$ cat config.mk
export PLATFORM = sky130hd
export DESIGN_NAME = cmd_exec_resp
export DESIGN_NICKNAME = d
export VERILOG_FILES = /design/src/rtl/cmd_exec_resp.sv
export SDC_FILE = /design/constraint.sdc
export NUM_CORES = 2
export LEC_CHECK = 0
export BUFFER_PORTS_ARGS = -buffer_cell sky130_fd_sc_hd__buf_2
export CAP_MARGIN = 10
export CORE_MARGIN = 2
export CORE_UTILIZATION = 27
export CTS_BUF_LIST = sky130_fd_sc_hd__clkbuf_4 sky130_fd_sc_hd__clkbuf_8
export CTS_CLUSTER_DIAMETER = 100
export DETAILED_ROUTE_END_ITERATION = 16
export RECOVER_POWER = 25
export SYNTH_ARGS = -nofsm -noshare
export SYNTH_HDL_FRONTEND = slang
export SYNTH_SLANG_ARGS = --single-unit
$ cat constraint.sdc
create_clock -name clk -period 6.2 [get_ports clk]
set_input_delay 0 -clock clk [delete_from_list [all_inputs] [get_ports clk]]
set_output_delay 0 -clock clk [all_outputs]
set_load 0.05 [all_outputs]
$ cat src/rtl/cmd_exec_resp.sv
// Command-execution responder: accepts one vld_i command, executes it on two W-bit operands, answers with done/rdy.
// Build option FAST_MULT_EN: MULT becomes a single-cycle combinational multiply instead of ITER shift-add steps.
//
// state    | meaning
// S_IDLE   | waiting for vld_i; the cycle showing rdy_o is still closed to new commands
// S_ITER   | one MULT/DIV/REM bit step per cycle, cnt counts down to terminal count 1
// S_EXEC   | result/error selection into res_r
// S_RESP   | loads the registered outputs, rdy_o/done_o show in the following cycle
// S_HALTED | after HLT: only RST executes, everything else is answered with err_o
module cmd_exec_resp #(
    parameter int W    = 64,
    parameter int ITER = W
) (
    input  logic         clk,
    input  logic         rst,
    input  logic         vld_i,
    input  logic [2:0]   cmd_i,
    input  logic [W-1:0] opd1_i,
    input  logic [W-1:0] opd2_i,
    output logic         rdy_o,
    output logic         done_o,
    output logic [2:0]   done_cmd_o,
    output logic [W-1:0] result_o,
    output logic         err_o,
    output logic         busy_o,
    output logic         ovr_o
);
    localparam int CW = $clog2(ITER + 1);

    typedef enum logic [2:0] {S_IDLE, S_EXEC, S_ITER, S_RESP, S_HALTED} state_t;
    typedef enum logic [2:0] {
        CMD_RST, CMD_INIT, CMD_ADD, CMD_SUB, CMD_MULT, CMD_DIV, CMD_REM, CMD_HLT
    } cmd_t;

    state_t         state;
    cmd_t           cmd_r, cmd_in;
    logic [W-1:0]   a_r, b_r, acc, res_r, exec_res;
    logic [CW-1:0]  cnt;
    logic [W:0]     div_trial;
    logic           err_r, exec_err, halt_rej, halt_nxt;
    logic           accept, viol, multi;

    always_comb begin
        cmd_in = cmd_t'(cmd_i);
        accept = vld_i && (state == S_IDLE || state == S_HALTED) && !rdy_o;
        viol   = vld_i && !accept;
`ifdef FAST_MULT_EN
        multi  = (cmd_in == CMD_DIV || cmd_in == CMD_REM) && (opd2_i != '0);
`else
        multi  = ((cmd_in == CMD_DIV || cmd_in == CMD_REM) && (opd2_i != '0))
                 || (cmd_in == CMD_MULT);
`endif
        // acc holds the partial remainder, a_r shifts the dividend out and the quotient in
        div_trial = {acc, a_r[W-1]} - {1'b0, b_r};
    end

    always_comb begin
        exec_res = '0;
        exec_err = 1'b0;
        if (halt_rej) begin
            exec_res = result_o;
            exec_err = 1'b1;
        end else begin
            case (cmd_r)
                CMD_INIT: exec_res = a_r;
                CMD_ADD:  exec_res = a_r + b_r;
                CMD_SUB:  exec_res = a_r - b_r;
`ifdef FAST_MULT_EN
                CMD_MULT: exec_res = a_r * b_r;
`else
                CMD_MULT: exec_res = acc;
`endif
                CMD_DIV: begin
                    exec_res = (b_r == '0) ? '1 : a_r;
                    exec_err = (b_r == '0);
                end
                CMD_REM: begin
                    exec_res = (b_r == '0) ? a_r : acc;
                    exec_err = (b_r == '0);
                end
                default:  exec_res = '0;
            endcase
        end
    end

    always_ff @(posedge clk) begin
        if (rst) begin
            state      <= S_IDLE;
            cmd_r      <= CMD_RST;
            a_r        <= '0;
            b_r        <= '0;
            acc        <= '0;
            cnt        <= '0;
            res_r      <= '0;
            err_r      <= 1'b0;
            halt_rej   <= 1'b0;
            halt_nxt   <= 1'b0;
            rdy_o      <= 1'b0;
            done_o     <= 1'b0;
            done_cmd_o <= '0;
            result_o   <= '0;
            err_o      <= 1'b0;
            busy_o     <= 1'b0;
            ovr_o      <= 1'b0;
        end else begin
            rdy_o  <= 1'b0;
            done_o <= 1'b0;
            if (viol) ovr_o <= 1'b1;
            case (state)
                S_IDLE, S_HALTED: begin
                    busy_o <= 1'b0;
                    if (accept) begin
                        busy_o   <= 1'b1;
                        cmd_r    <= cmd_in;
                        a_r      <= opd1_i;
                        b_r      <= opd2_i;
                        acc      <= '0;
                        cnt      <= CW'(ITER);
                        halt_rej <= (state == S_HALTED) && (cmd_in != CMD_RST);
                        state    <= (state == S_IDLE && multi) ? S_ITER : S_EXEC;
                    end
                end
                S_ITER: begin
                    if (cmd_r == CMD_MULT) begin
                        if (b_r[0]) acc <= acc + a_r;
                        a_r <= a_r << 1;
                        b_r <= b_r >> 1;
                    end else if (!div_trial[W]) begin
                        acc <= div_trial[W-1:0];
                        a_r <= {a_r[W-2:0], 1'b1};
                    end else begin
                        acc <= {acc[W-2:0], a_r[W-1]};
                        a_r <= {a_r[W-2:0], 1'b0};
                    end
                    cnt <= cnt - CW'(1);
                    if (cnt == CW'(1)) state <= S_EXEC;
                end
                S_EXEC: begin
                    res_r    <= exec_res;
                    err_r    <= exec_err;
                    halt_nxt <= halt_rej || (cmd_r == CMD_HLT);
                    if (!halt_rej && cmd_r == CMD_RST) ovr_o <= viol;
                    state    <= S_RESP;
                end
                S_RESP: begin
                    rdy_o      <= 1'b1;
                    done_o     <= 1'b1;
                    done_cmd_o <= cmd_r;
                    result_o   <= res_r;
                    err_o      <= err_r;
                    state      <= halt_nxt ? S_HALTED : S_IDLE;
                end
                default: state <= S_IDLE;
            endcase
        end
    end
endmodule

# Word-level counts from Yosys, hierarchy flattened
# Index checks and enable logic that the tools add are counted.
[totals] input_bits=134 n_memories=0 ramBits=0 out_inout_bits=72 elab_cells=97 rom_bits=0 latch_bits=0 reg_bits=343
[op_classes] n_mux=30 eq_ne=19 shift=0 div=0 addsub=5 n_bitwise=0 multipliers=0 order_cmp=0 reduce_logical=27
[ops] op="$mux W64" n=10
[ops] op="$pmux W64 S2" n=3
[ops] op="$pmux W64 S6" n=1
[ops] op="$add A64 B64 Y64" n=2
[ops] op="$sub A65 B64 Y65" n=1
[ops] op="$logic_not A64 Y1" n=1
[ops] op="$reduce_bool A64 Y1" n=1
[ops] op="$sub A64 B64 Y64" n=1
[ops] op="$eq A3 B3 Y1 const B" n=8
[ops] op="$pmux W7 S2" n=1
[ops] op="$eq A3 B2 Y1 const B" n=4
[ops] op="$pmux W3 S4" n=1
[ops] op="$mux W1" n=9
[ops] op="$mux W3" n=3
[ops] op="$eq A7 B1 Y1 const B" n=1
[ops] op="$logic_and A1 B1 Y1" n=7
[ops] op="$mux W7" n=1
[ops] op="$sub A7 B1 Y7 const B" n=1
[ops] op="$eq A3 B1 Y1 const B" n=2
[ops] op="$logic_not A3 Y1" n=2
[ops] op="$ne A2 B2 Y1 const B" n=3
[ops] op="$reduce_and A2 Y1" n=3
[ops] op="$reduce_and A3 Y1" n=2
[ops] op="$logic_or A1 B1 Y1" n=4
[ops] op="6 further kinds" n=9

# Depth between registers and ports, before layout
[depth] depth_word=9 ltp_mapped=23 depth_no_buf=22

# Least setup slack after synthesis
# OpenSTA, ideal clock, no wires.
[synth_path] path_type="register to register" startpoint="register b_r[6]" endpoint="register res_r[62]" stages_incl_launch_ff=22 arrival_time_ps=4770 setup_ps=101 period_less_slack_ps=4871 path_slack_ps=1329 required_ps=6099 cell_sequence="dfxtp_1 > buf_2 > nor4_1 > nand4_1 > nor4_2 > nand2_1 > or4_1 > nor2_1 > nand2_1 > o21ai_0 > xnor2_1 > ha_1 > buf_1 > nand2_1 > or3_1 > or3_1 > o21ai_1 > a21oi_1 > o21ai_1 > a311oi_1 > xor2_1 > o41ai_1"
[synth_via] elab_chain_cells=4
[synth_rtl] element="from (decl)" line_no="37" rtl="logic [W-1:0] a_r, b_r, acc, res_r, exec_res;"
[synth_rtl] element="from (signal assigned)" line_no="116" rtl="b_r <= opd2_i;"
[synth_rtl] element="from (signal assigned)" line_no="127" rtl="b_r <= b_r >> 1;"
[synth_rtl] element="parallel branches: the longest is 2 deep, another holds $sub A64 B64 Y64"
[synth_rtl] element="$pmux W64 S6 (*)" line_no="64" rtl="case (cmd_r)"
[synth_rtl] element="$mux W64 (*)" line_no="60" rtl="if (halt_rej) begin"
[synth_rtl] element="to (signal assigned)" line_no="139" rtl="res_r <= exec_res;"
[synth_rtl] element="to (decl)" line_no="37"
# Every way passes the cells marked *.
# A chain may end at the register's enable or synchronous reset.

# Worst setup path in the final report
[layout_path] startpoint="register b_r[6]" endpoint="register res_r[60]"
# The elaborated chain is that of the path after synthesis.

==> flow_metrics.tcl <==
set metrics [dict create \
    yosys_register_bits 343 \
    grt_start_max_net_pins 90 \
    final.setup.tns_ns 0 \
    p_per_area_nw_per_um2 412 \
    outcome "finished, violations left" \
    synth_cell_types 98 \
    crit_family "simple AND/OR/NAND/NOR gates" \
    crit_chain "nor4_1 > nand4_1 > nor4_2 > nand2_1 > or4_1 > nor2_1 > nand2_1 > o41ai_1 > xnor2_1 > ha_1 > and2_1 > nand3_1 > nor4_1 > o2111ai_1 > a31oi_1 > nor3_1 > nand3b_1 > a211oi_1" \
    vias_per_cell 5.55 \
    syn-num-nets 4212 \
    ios 206 \
    final_nets 4404 \
    syn_area_per_cell_um2 7.25 \
    worstHoldStart "opd1_i[21]" \
    cts_tree "built" \
    antenna_found_initial 5 \
    hold_ws_ns 0.116 \
    worstMarginPinSlew_ns 2.86 \
    start_kind "flop" \
    grt_overflow_total 0 \
    cp_slowest_cell "nor4_1" \
    num_vias 30500 \
    insertion_delay_ns 0.73 \
    slew_violations 164 \
    peakVddDrop_uv 208 \
    dieArea_um2 107000 \
    p_leak_uw 0.0131 \
    cp_max_fo 7 \
    die-width_um 327 \
    post-dp-hpwl_um 92800 \
    fin_cells 5504 \
    final.min_clock_period_ns 5.73 \
    cts_sinks 343 \
    hold_path_depth 4 \
    netlist_instances 3882 \
    drt_iter0_drc 2814 \
    synth_edf_count 0 \
    placed_cell_area_um2 30300 \
    ys_warn_count 0 \
    ctsResizeCount 0 \
    dr.pass1.iters 6 \
    path_buf_inv 0 \
    core_area_um2 103000 \
    dpl.cell_count 5249 \
    crit_type "flop to flop" \
    io_buffers 205 \
    setup_viol 0 \
    maxSlewHeadroom_pct -90.8 \
    ys_seq_area_share_pct 24.4 \
    start_util_pct 27.2 \
    drive_above_1_share_pct 8.85 \
    hold_violations 0 \
    r2r_setup_slack_ns 0.47 \
    total_power_uw 13600 \
    synthesis.area_um2 28100 \
    grt_pass1_vias 28000 \
    crit-reg2reg-launch "b_r[6]" \
    r2r-end "res_r[60]" \
    reg2reg_depth 18 \
    routed_wl_um 119000 \
    clockBufferDepth 3 \
    grt_use_total_pct 21.4 \
    critical_path.endpoint_type "flop" \
    ant_nets 0 \
    routedWlPerCell_um 21.7 \
    synthArstFlopShare_pct 0 \
    cap_violations 4 \
    rows 118 \
    die_h_um 327 \
    fin_area_um2 33100 \
    violations "capacitance limit, slew limit" \
    slowest_delay_ns 0.52 \
    drc 0 \
    ys.flop_type "dfxtp_1" \
    min_to "a_r[21]" \
    final_cell_mix "nand2_1 (616), a21oi_1 (440), dfxtp_1 (342), nor2_1 (303), ha_1 (193)" \
    multi_input_area_um2 19700 \
    clock_skew_ns 0.0663 \
    max_freq_ghz 0.175 \
    critPathRequiredTime_ns 6.78 \
    path_clk_slew_ns 0.06 \
    fillerInstances 11100 \
    hp-class "input port to flop" \
    regArea_um2 6870 \
    rsz0062_at_grt "false" \
    grt_pass1_wl_um 178000 \
    mostFrequentLayoutCell "nand2_1" \
    min_period_over_period_pct 92.4 \
    place.gp.congestion 0.979 \
    cts_root_buffer "clkbuf_8" \
    cts_made_buffers 59 \
    htreeDepth 2 \
    critPathArrivalTime_ns 6.31 \
    area_growth_pct 17.6 \
]
==> what timing repair did <==
action,CTS,global route
setup buffers,0,0
hold buffers,143,0
endpoints found under the hold margin,174,0
==> synth_stat cells (all sizes together) (74+ instances only) <==
cell type	n	area share, %
a21o	114	3.0
a21oi	442	7.9
a221oi	75	2.6
a22oi	86	2.3
clkbuf	222	3.0
dfxtp	343	24
ha	193	8.6
inv	148	2.0
nand2	618	8.3
nor2	308	4.2
nor3	81	1.5
o21ai	243	4.4
xnor2	157	4.9
xor2	74	2.3
==> worst max-delay path by stage <==
stage	startpoint	endpoint	depth (start not counted)
3_5_place_dp	b_r[6]	res_r[62]	19
5_1_grt	b_r[2]	res_r[62]	20
2_1_floorplan	b_r[6]	res_r[62]	21
6_report	b_r[6]	res_r[60]	18
3_3_place_gp	b_r[6]	res_r[62]	19
4_1_cts	b_r[6]	res_r[62]	19
==> registers in the layout, summed over array words and instances (netlist names), 3 cells and up <==
register,count
cnt,7
acc,64
a_r,64
b_r,64
res_r,64
state,3
result_o,64
cmd_r,3
done_cmd_o,3
==> power breakdown <==
part           switching, uW  internal, uW
combinational           5050          2680
clock                   1030          1440
sequential               743          2680
total                   6820          6800
==> metal layers <==
metal | wire (um) | track usage (%) | up-vias
met3 | 8950 | 3.34 | 189
li1 | - | - | 14600
met5 | 46 | 0 | -
met4 | 4490 | 7.68 | 6
met2 | 50100 | 31.7 | 1213
met1 | 55800 | 31.1 | 14500
==> through the flow <==
step                      util (%)  setup WS (ns)
after global placement        29.3          0.662
after CTS                     32.0          0.577
after floorplan                  -           1.33
after global routing          32.0         0.0929
after detailed placement      29.3          0.645
final                         32.0          0.473
==> cell type report <==
class,instances,share of cell area (%)
multi-input combinational,3118,59.6
sequential,343,20.8
timing repair buffer,404,8.50
tap,1380,5.22
clock buffer,95,3.65
inverter,148,1.68
clock inverter,14,0.605
antenna,2,0.0151
==> logic make-up after synthesis <==
| family | share of synthesized area (%) |
|---|---|
| DFF | 24.4 |
| AOI/OAI and AO/OA | 32.8 |
| xor gates and xnor gates | 7.19 |
| muxes | 0.569 |
| buffers and inverters | 5.87 |
| adders and majority gates | 8.80 |
| and+or+nand+nor | 20.3 |
==> tightest hold or removal path, cell delays in order <==
cell           delay [ns]
dlygate4sd3_1        0.51
buf_2                0.10
a22oi_1              0.07
a21oi_1              0.11
(Power assumes the default switching activity.)
